## config.mk

```make
export PLATFORM = sky130hd
export DESIGN_NAME = bram_port_arbiter
export DESIGN_NICKNAME = d
export VERILOG_FILES = /design/src/rtl/bram_ctrl_pkg.sv /design/src/rtl/bram_req_arb.sv /design/src/rtl/bram_port_arbiter.sv
export SDC_FILE = /design/constraint.sdc
export NUM_CORES = 1
export LEC_CHECK = 0
export ABC_AREA = 1
export CORE_MARGIN = 4
export CORE_UTILIZATION = 34
export CTS_CLUSTER_DIAMETER = 150
export DETAILED_ROUTE_END_ITERATION = 7
export PLACE_DENSITY = 0.75
export SYNTH_ARGS = -nofsm -noshare
export SYNTH_HDL_FRONTEND = slang
export SYNTH_HIERARCHICAL = 1
export SYNTH_SLANG_ARGS = --single-unit
```

## constraint.sdc

```tcl
create_clock -name clka -period 1.21 [get_ports clka]
set_input_delay 0.242 -clock clka [delete_from_list [all_inputs] [get_ports clka]]
set_output_delay 0.242 -clock clka [all_outputs]
set_load 0.02 [all_outputs]
```

## src/rtl/bram_ctrl_pkg.sv

```systemverilog
// Shared definitions for the block-RAM port arbiter: default widths,
// requester count and the read-tag record carried alongside BRAM reads.
package bram_ctrl_pkg;

  localparam int ADDR_W_DEF = 8;
  localparam int DATA_W_DEF = 8;
  localparam int NUM_REQ    = 2;
  localparam int ID_W       = $clog2(NUM_REQ);

  // One in-flight read: marks that a response is due and who gets it
  typedef struct packed {
    logic            valid;
    logic [ID_W-1:0] id;
  } tag_t;

endpackage

```

## src/rtl/bram_req_arb.sv

```systemverilog
// Two-requester grant logic. Produces a one-hot grant from the request
// vector, combinationally. Optional macro BRAM_ARB_RR_EN selects
// round-robin between contending requesters; otherwise requester 0 wins.
module bram_req_arb
  import bram_ctrl_pkg::*;
(
  input  logic               clka,
  input  logic               rsta,
  input  logic [NUM_REQ-1:0] req,
  output logic [NUM_REQ-1:0] gnt
);

`ifdef BRAM_ARB_RR_EN
  logic rr_ptr;

  // Pointer moves to the other requester after every contested grant
  always_ff @(posedge clka) begin
    if (rsta) begin
      rr_ptr <= 1'b0;
    end else if (&req) begin
      rr_ptr <= ~rr_ptr;
    end
  end

  // Lone requester always wins; contention resolved by the pointer
  always_comb begin
    gnt = '0;
    if (!rsta) begin
      if (&req) begin
        gnt = rr_ptr ? 2'b10 : 2'b01;
      end else begin
        gnt = req;
      end
    end
  end
`else
  // Fixed priority: requester 0 beats requester 1
  always_comb begin
    gnt = '0;
    if (!rsta) begin
      if (req[0]) begin
        gnt = 2'b01;
      end else if (req[1]) begin
        gnt = 2'b10;
      end
    end
  end
`endif

endmodule

```

## src/rtl/bram_port_arbiter.sv

```systemverilog
// Arbiter/sequencer in front of a single-port block RAM. Grants one client
// request per cycle, drives the BRAM port A from registers and steers each
// read result back to its issuer via a tag pipeline matched to the BRAM
// read latency. Optional macro BRAM_ARB_RR_EN: round-robin arbitration.
module bram_port_arbiter
  import bram_ctrl_pkg::*;
#(
  parameter int ADDR_W     = ADDR_W_DEF,
  parameter int DATA_W     = DATA_W_DEF,
  parameter int RD_LATENCY = 1
) (
  input  logic                      clka,
  input  logic                      rsta,
  input  logic [NUM_REQ-1:0]        req_valid,
  output logic [NUM_REQ-1:0]        req_ready,
  input  logic [NUM_REQ-1:0]        req_we,
  input  logic [NUM_REQ*ADDR_W-1:0] req_addr,
  input  logic [NUM_REQ*DATA_W-1:0] req_wdata,
  output logic [NUM_REQ-1:0]        rsp_valid,
  output logic [DATA_W-1:0]         rsp_data,
  output logic                      ena,
  output logic                      wea,
  output logic [ADDR_W-1:0]         addra,
  output logic [DATA_W-1:0]         dina,
  input  logic [DATA_W-1:0]         douta
);

  logic [NUM_REQ-1:0] gnt;
  logic               acc;
  logic [ID_W-1:0]    win_id;

  // Tag stage k is valid in the cycle k+1 after acceptance; the last stage
  // lines up with the BRAM data appearing on douta.
  tag_t tag_p [RD_LATENCY+1];

  bram_req_arb u_arb (
    .clka (clka),
    .rsta (rsta),
    .req  (req_valid),
    .gnt  (gnt)
  );

  // A grant is only ever issued to a valid requester, so grant == accept
  assign req_ready = gnt;
  assign acc       = |gnt;
  assign win_id    = gnt[1];

  // ---- stage p0: winner's request onto the BRAM pins ----
  // Address/data hold when idle so the BRAM inputs stay quiet
  always_ff @(posedge clka) begin
    if (rsta) begin
      ena   <= 1'b0;
      wea   <= 1'b0;
      addra <= '0;
      dina  <= '0;
    end else begin
      ena <= acc;
      wea <= acc & req_we[win_id];
      if (acc) begin
        addra <= req_addr[win_id*ADDR_W +: ADDR_W];
        dina  <= req_wdata[win_id*DATA_W +: DATA_W];
      end
    end
  end

  // ---- stages p0..pN: read tags follow the access through the BRAM ----
  // Reset flushes every stage so in-flight reads never respond
  always_ff @(posedge clka) begin
    if (rsta) begin
      for (int i = 0; i <= RD_LATENCY; i++) begin
        tag_p[i] <= '0;
      end
    end else begin
      tag_p[0].valid <= acc & ~req_we[win_id];
      tag_p[0].id    <= win_id;
      for (int i = 1; i <= RD_LATENCY; i++) begin
        tag_p[i] <= tag_p[i-1];
      end
    end
  end

  // ---- response: emerging tag qualifies douta for its requester ----
  always_comb begin
    rsp_valid = '0;
    if (tag_p[RD_LATENCY].valid && !rsta) begin
      rsp_valid[tag_p[RD_LATENCY].id] = 1'b1;
    end
  end

  assign rsp_data = douta;

endmodule

```

==> impl_metrics.ini, run 1 <==
[power_and_ir_drop]
power.density_mw_per_mm2 = 1010
ir_worst_vdd_mv = 0.742
leakagePower_nw = 0.898

[job]
cap_violations = 0

[die]
ios = 76
dieArea_mm2 = 0.00406
rows = 19
chipHeight_um = 63.7
core-area_mm2 = 0.00285
start_util_pct = 37.0
fp.dieW_um = 63.7

[clocking]
htreeDepth = 1
clk_latency_ns = 0.31
clockBufferDepth = 2
cts_tree = built
clkTransAtPathRegs_ns = 0.13
hold_buffers = 0
cts_num_sinks = 22
root_buffer = clkbuf_4
numCtsBuffers = 3

[sta]
final_max_slew_viol_count = 0
tns_ns = 0
hold_violations = 0
skew_ns = 0.000283
setup_viol = 0
finalCritPeriodShare_pct = 98.1
min_period_ns = 1.19
worst_pin_slew_ns = 0.268
rsz0062_at_grt = yes
fmax_mhz = 843
slew_headroom_pct = 82.1

[grt]
grt_pass1_wl_um = 5280
use_met3_pct = 5.51
antenna_found_initial = 0
grt_usage_pct = 16.4
gr-usage-met2_pct = 31.0
grtUsageMet1_pct = 17.3
grt.overflow.total = 0
grt_pass1_vias = 1159
grt_max_degree = 18
grt_busiest_layer = met2

[place]
placed_cells = 238
dp_hpwl_um = 2290
gp_congestion = 0.750
port_buffers = 59

[detailed_routing]
finalWirelength_um = 3240
route.detailed.drc = 0
dr.pass1.iters = 4
wl_per_cell_um = 13.1
ant_nets = 0
drt_iter0_drc = 31
vias = 1173
viasPerCell = 4.75

[status]
status = finished clean

[yosys]
syn_inst = 155
synth_seq_cells = 22
post_synth_num_cell_types = 17
seq_area_frac_synth_pct = 41.8
netlist_area_mm2 = 0.00105
syn_nets = 201
synth_warnings = 6
post_synth.cell_area_avg_um2 = 6.80

[cells_and_area]
fillCellCount = 272
insertedDiodeCount = 0
finalNonFillerCells = 247
nNetsFinal = 263
area_growth_pct = 67.5
drive_gt1_share_pct = 24.5

[setup_path]
critPathArrivalTime_ns = 0.94
worst_setup_path_end_kind = primary output
crit_fanout = 2
critical_path_class = flop to primary output
worstSetupStartpointType = flop
cp.required_ns = 0.97

[worst_hold_path]
hp-class = flop to flop
[cell usage in the layout, fill, tap and decap left out, drive strengths merged]
| cell type | n |
|---|---|
| clkdlybuf4s15 | 9 |
| clkdlybuf4s50 | 34 |
| o21ai | 1 |
| buf | 23 |
| dfxtp | 22 |
| nand2 | 51 |
| bufbuf | 1 |
| nor3 | 1 |
| nand3 | 32 |
| dlygate4sd2 | 3 |
| nor2 | 9 |
| inv | 23 |
| bufinv | 1 |
| and2 | 1 |
| clkbuf | 5 |
[final cells by class]
cell class	count	area (um^2)	share of cell area [%]
clock buffer	3	22.5	1.27
clock inverter	1	30.0	1.70
inverter	23	93.8	5.31
multi-input combinational	95	427	24.2
sequential	22	447	25.3
tap	31	38.8	2.20
timing repair buffer	72	708	40.1
[critical path, stage by stage (launching register included)]
cell	delay, ns
dfxtp_1	0.33
nand2_1	0.06
nor2_1	0.09
buf_4	0.15
[routing by layer]
metal	up-vias	wire length (um)
met5	-	0
met4	0	17
met3	2	195
met2	31	1800
met1	546	1220
li1	594	-
[registers in the layout, indices dropped and copies added (netlist names)]
register,flops
addra,8
dina,8
tag_p,4
ena,1
wea,1
[Yosys cell counts]
cell type  number  area share, %
nand2_1        50             18
nand3_1        32             15
dfxtp_1        22             42
inv_1          20            7.1
buf_4          10            7.1
nor2_1          7            2.5
buf_2           2           0.95
buf_6           2            2.1
inv_2           2           0.71
and2_1          1           0.59
buf_1           1           0.36
inv_4           1           0.59
nand2_2         1           0.59
nor2_2          1           0.59
nor2_4          1            1.1
nor3_1          1           0.47
o21ai_1         1           0.47
[cells by family after synthesis]
family / after synthesis / synth area share [%]
AND/OR/NAND/NOR: 94 / 38.8
AO/OA/AOI/OAI: 1 / 0.474
flip-flops: 22 / 41.8
buffers and inverters: 38 / 19.0
[power breakdown]
| part | total [mW] | internal (mW) | switching (mW) |
|---|---|---|---|
| Sequential | 0.783 | 0.765 | 0.0183 |
| Combinational | 0.430 | 0.235 | 0.195 |
| Clock | 0.562 | 0.335 | 0.227 |
[stage by stage]
step	setup WS [ns]	utilization, %	instance area (um^2)	power (mW)	hold WS [ns]
floorplan	0.00796	-	1070	1.02	0.313
global placement	-0.634	58.1	1660	1.22	0.391
detailed placement	-0.682	58.1	1660	1.23	0.407
CTS	0.00418	62.1	1770	1.79	0.425
global route	-0.0322	61.9	1770	1.87	0.455
finish	0.0233	61.9	1770	1.78	0.422
[final timing paths]
path                          start                     end  slack [ns]  cells past startpoint
min reg2reg  tag_p[0][1]$_SDFF_PP0_  tag_p[0][3]$_SDFF_PP0_        0.42                      2
max reg2reg   addra[0]$_SDFFE_PP0P_   addra[0]$_SDFFE_PP0P_        0.53                      4
max          tag_p[0][3]$_SDFF_PP0_            rsp_valid[0]        0.02                      3
min          tag_p[0][1]$_SDFF_PP0_  tag_p[0][3]$_SDFF_PP0_        0.42                      2
[repair_timing]
action                                  4_1_cts  5_1_grt
pin swaps                                     1        1
endpoints found under the setup margin       42       13
resized for setup                            78       17
setup buffers                                 1        3
gates cloned                                  1        0
Note: power is estimated with default switching activity, not from simulation.
==> run 2, diff against run 1 <==
--- a/config.mk
+++ b/config.mk
@@ -11,6 +11,7 @@
 export CTS_CLUSTER_DIAMETER = 150
 export DETAILED_ROUTE_END_ITERATION = 7
 export PLACE_DENSITY = 0.75
+export SLEW_MARGIN = 0
 export SYNTH_ARGS = -nofsm -noshare
 export SYNTH_HDL_FRONTEND = slang
 export SYNTH_HIERARCHICAL = 1
==> results of run 2 <==
The final DEF is identical to that of run 1; final timing and power are the same.
==> run 3, diff against run 2 <==
--- a/config.mk
+++ b/config.mk
@@ -6,11 +6,14 @@
 export NUM_CORES = 1
 export LEC_CHECK = 0
 export ABC_AREA = 1
+export CELL_PAD_IN_SITES_DETAIL_PLACEMENT = 1
+export CELL_PAD_IN_SITES_GLOBAL_PLACEMENT = 2
 export CORE_MARGIN = 4
-export CORE_UTILIZATION = 34
+export CORE_UTILIZATION = 16
 export CTS_CLUSTER_DIAMETER = 150
 export DETAILED_ROUTE_END_ITERATION = 7
-export PLACE_DENSITY = 0.75
+export GPL_ROUTABILITY_DRIVEN = 0
+export PLACE_DENSITY = 0.74
 export SLEW_MARGIN = 0
 export SYNTH_ARGS = -nofsm -noshare
 export SYNTH_HDL_FRONTEND = slang
==> run 3 against run 2 <==
  * Final area shrank 1.7%
  * Global-route usage shrank 6.9 points
  * Flip-flop and latch count is the same
  * Critical endpoint is now dina[3]
  * Largest power group unchanged
  * Sequential share of layout area grew 0.15 points
  * Via count shrank 0.60%
  * Non-clock buffer count shrank 2
  * Routed wire length grew 9.7%
  * Clock power shrank 3%
  * Clock skew is essentially flat
==> impl_metrics.ini, run 3 (synthesis results as in run 1) <==
[sta]
final_max_slew_viol_count = 0
rsz0062_at_grt = no
fmax_mhz = 858
min_period_ns = 1.17
setup_viol = 0
worst_pin_slew_ns = 0.240
hold_violations = 0
skew_ns = 0.000209
finalCritPeriodShare_pct = 96.3
fin_ws_ns = 0.0446
slew_headroom_pct = 84.1
tns_ns = 0

[die]
start_util_pct = 16.5
fp.dieW_um = 89.2
core-area_mm2 = 0.00639
dieArea_mm2 = 0.00795
ios = 76
rows = 29
chipHeight_um = 89.2

[setup_path]
critical_path_class = flop to primary output
r2r_start = dina[5]$_SDFFE_PP0P_
critPathArrivalTime_ns = 0.92
path_cells = clkdlybuf4s15_1
crit_fanout = 2
max_stage_delay_ns = 0.33
worst_setup_path_end_kind = primary output
crit_family = flip-flops
r2r-end = dina[5]$_SDFFE_PP0P_
worstSetupStartpointType = flop
ff2ff_path_depth = 4
r2r_setup_slack_ns = 0.57
slowest_stage = dfxtp_1
cp.required_ns = 0.97
path_buf_inv = 1

[cells_and_area]
nNetsFinal = 261
drive_gt1_share_pct = 18.2
mostFrequentLayoutCells = nand2_1, clkdlybuf4s50_1, nand3_1, dfxtp_1, inv_1
finalNonFillerCells = 291
insertedDiodeCount = 0
final_common_cell = nand2_1
reg_top3 = addra x8, dina x8, tag_p x4
design_area_mm2 = 0.00174
area_growth_pct = 64.7

[place]
preCtsSetupSlack_ns = -0.646
port_buffers = 59
placed_cells = 285
dp_hpwl_um = 2710
dpl_cell_area_mm2 = 0.00171

[power_and_ir_drop]
ir_worst_vdd_mv = 0.352
seqPwrFrac_pct = 45.1
power.total_mw = 1.73
p_sw_share_pct = 26.9
p_sw_mw = 0.466
leakagePower_nw = 0.870
pwr-share-comb_pct = 23.5
p_int_mw = 1.27
power.density_mw_per_mm2 = 997
pwr-share-clk_pct = 31.4

[detailed_routing]
ant_nets = 0
vias = 1166
route.detailed.drc = 0
dr.pass1.iters = 3
finalWirelength_um = 3550
drt_iter0_drc = 20
wl_per_cell_um = 12.2
viasPerCell = 4.01

[worst_hold_path]
worstHoldStart = rsta
hold_depth = 3
hold_end = tag_p[0][3]$_SDFF_PP0_
hp-class = primary input to flop

[grt]
grt_max_degree = 18
grt.overflow.total = 0
grt_pass1_vias = 1166
antenna_found_initial = 0
grt_pass1_wl_um = 5740
grt_usage_pct = 9.48

[clocking]
cts_num_sinks = 22
clkTransAtPathRegs_ns = 0.09
htreeDepth = 1
root_buffer = clkbuf_8
clockBufferDepth = 2
cts_tree = built
clk_latency_ns = 0.26
numCtsBuffers = 3

[job]
cap_violations = 0

[status]
status = finished clean
-- run 3: cell count changes in the layout (fill, tap and decap cells not counted), sizes merged --
cell           delta
bufbuf            -1
buf               -8
clkdlybuf4s15     -2
bufinv            -1
clkbuf           +10
-- run 3: through the flow --
step / utilization, % / hold WS, ns
6_report: 27.2 / 0.367
5_1_grt: 27.2 / 0.368
4_1_cts: 27.4 / 0.412
3_5_place_dp: 26.8 / 0.400
3_3_place_gp: 26.8 / 0.392
2_1_floorplan: - / 0.313
-- run 3: worst register-to-register path: cells and delay by family (launching register included) --
kind,cells,cell delay [ns]
DFF,1,0.33
and+or+nand+nor,3,0.20
buffers and inverters,1,0.03
-- run 3: timing repair --
action / CTS / global route
hold buffers: 0 / 0
buffers inserted: 1 / 1
endpoints found under the hold margin: 0 / 0
setup endpoints to repair: 41 / 35
pin swaps: 1 / 2
resized for setup: 47 / 30
-- run 3: worst max path at each step --
stage	endpoint	from	cells after the start
finish	dina[3]	dina[3]$_SDFFE_PP0P_	1
global route	dina[3]	dina[3]$_SDFFE_PP0P_	1
CTS	dina[3]	dina[3]$_SDFFE_PP0P_	1
detailed placement	rsp_valid[0]	rsta	5
global placement	rsp_valid[1]	rsta	5
floorplan	addra[0]$_SDFFE_PP0P_	req_valid[0]	10
-- run 3: area by class of cell --
| cell class | instances | area, um^2 |
|---|---|---|
| clock buffer | 4 | 55.1 |
| fill | 794 | 4650 |
| inverter | 23 | 93.8 |
| multi-input combinational | 95 | 424 |
| sequential | 22 | 442 |
| tap | 77 | 96.3 |
| timing repair buffer | 70 | 626 |
-- run 3: power by group through the flow --
stage	Clock [mW]	Combinational (mW)	Sequential, mW
floorplan	0	0.178	0.840
global placement	0	0.433	0.798
detailed placement	0	0.435	0.799
CTS	0.579	0.416	0.782
global route	0.617	0.453	0.787
finish	0.544	0.406	0.782
-- run 3: layer usage --
layer | share of wire (%) | vias up | wire (um) | global-route usage [%]
met3 | 11 | 6 | 375 | 4.15
met1 | 42 | 540 | 1480 | 10.9
met4 | 0.84 | 0 | 30 | 2.17
li1 | - | 580 | - | -
met5 | 0 | - | 0 | 0
met2 | 47 | 40 | 1660 | 16.3
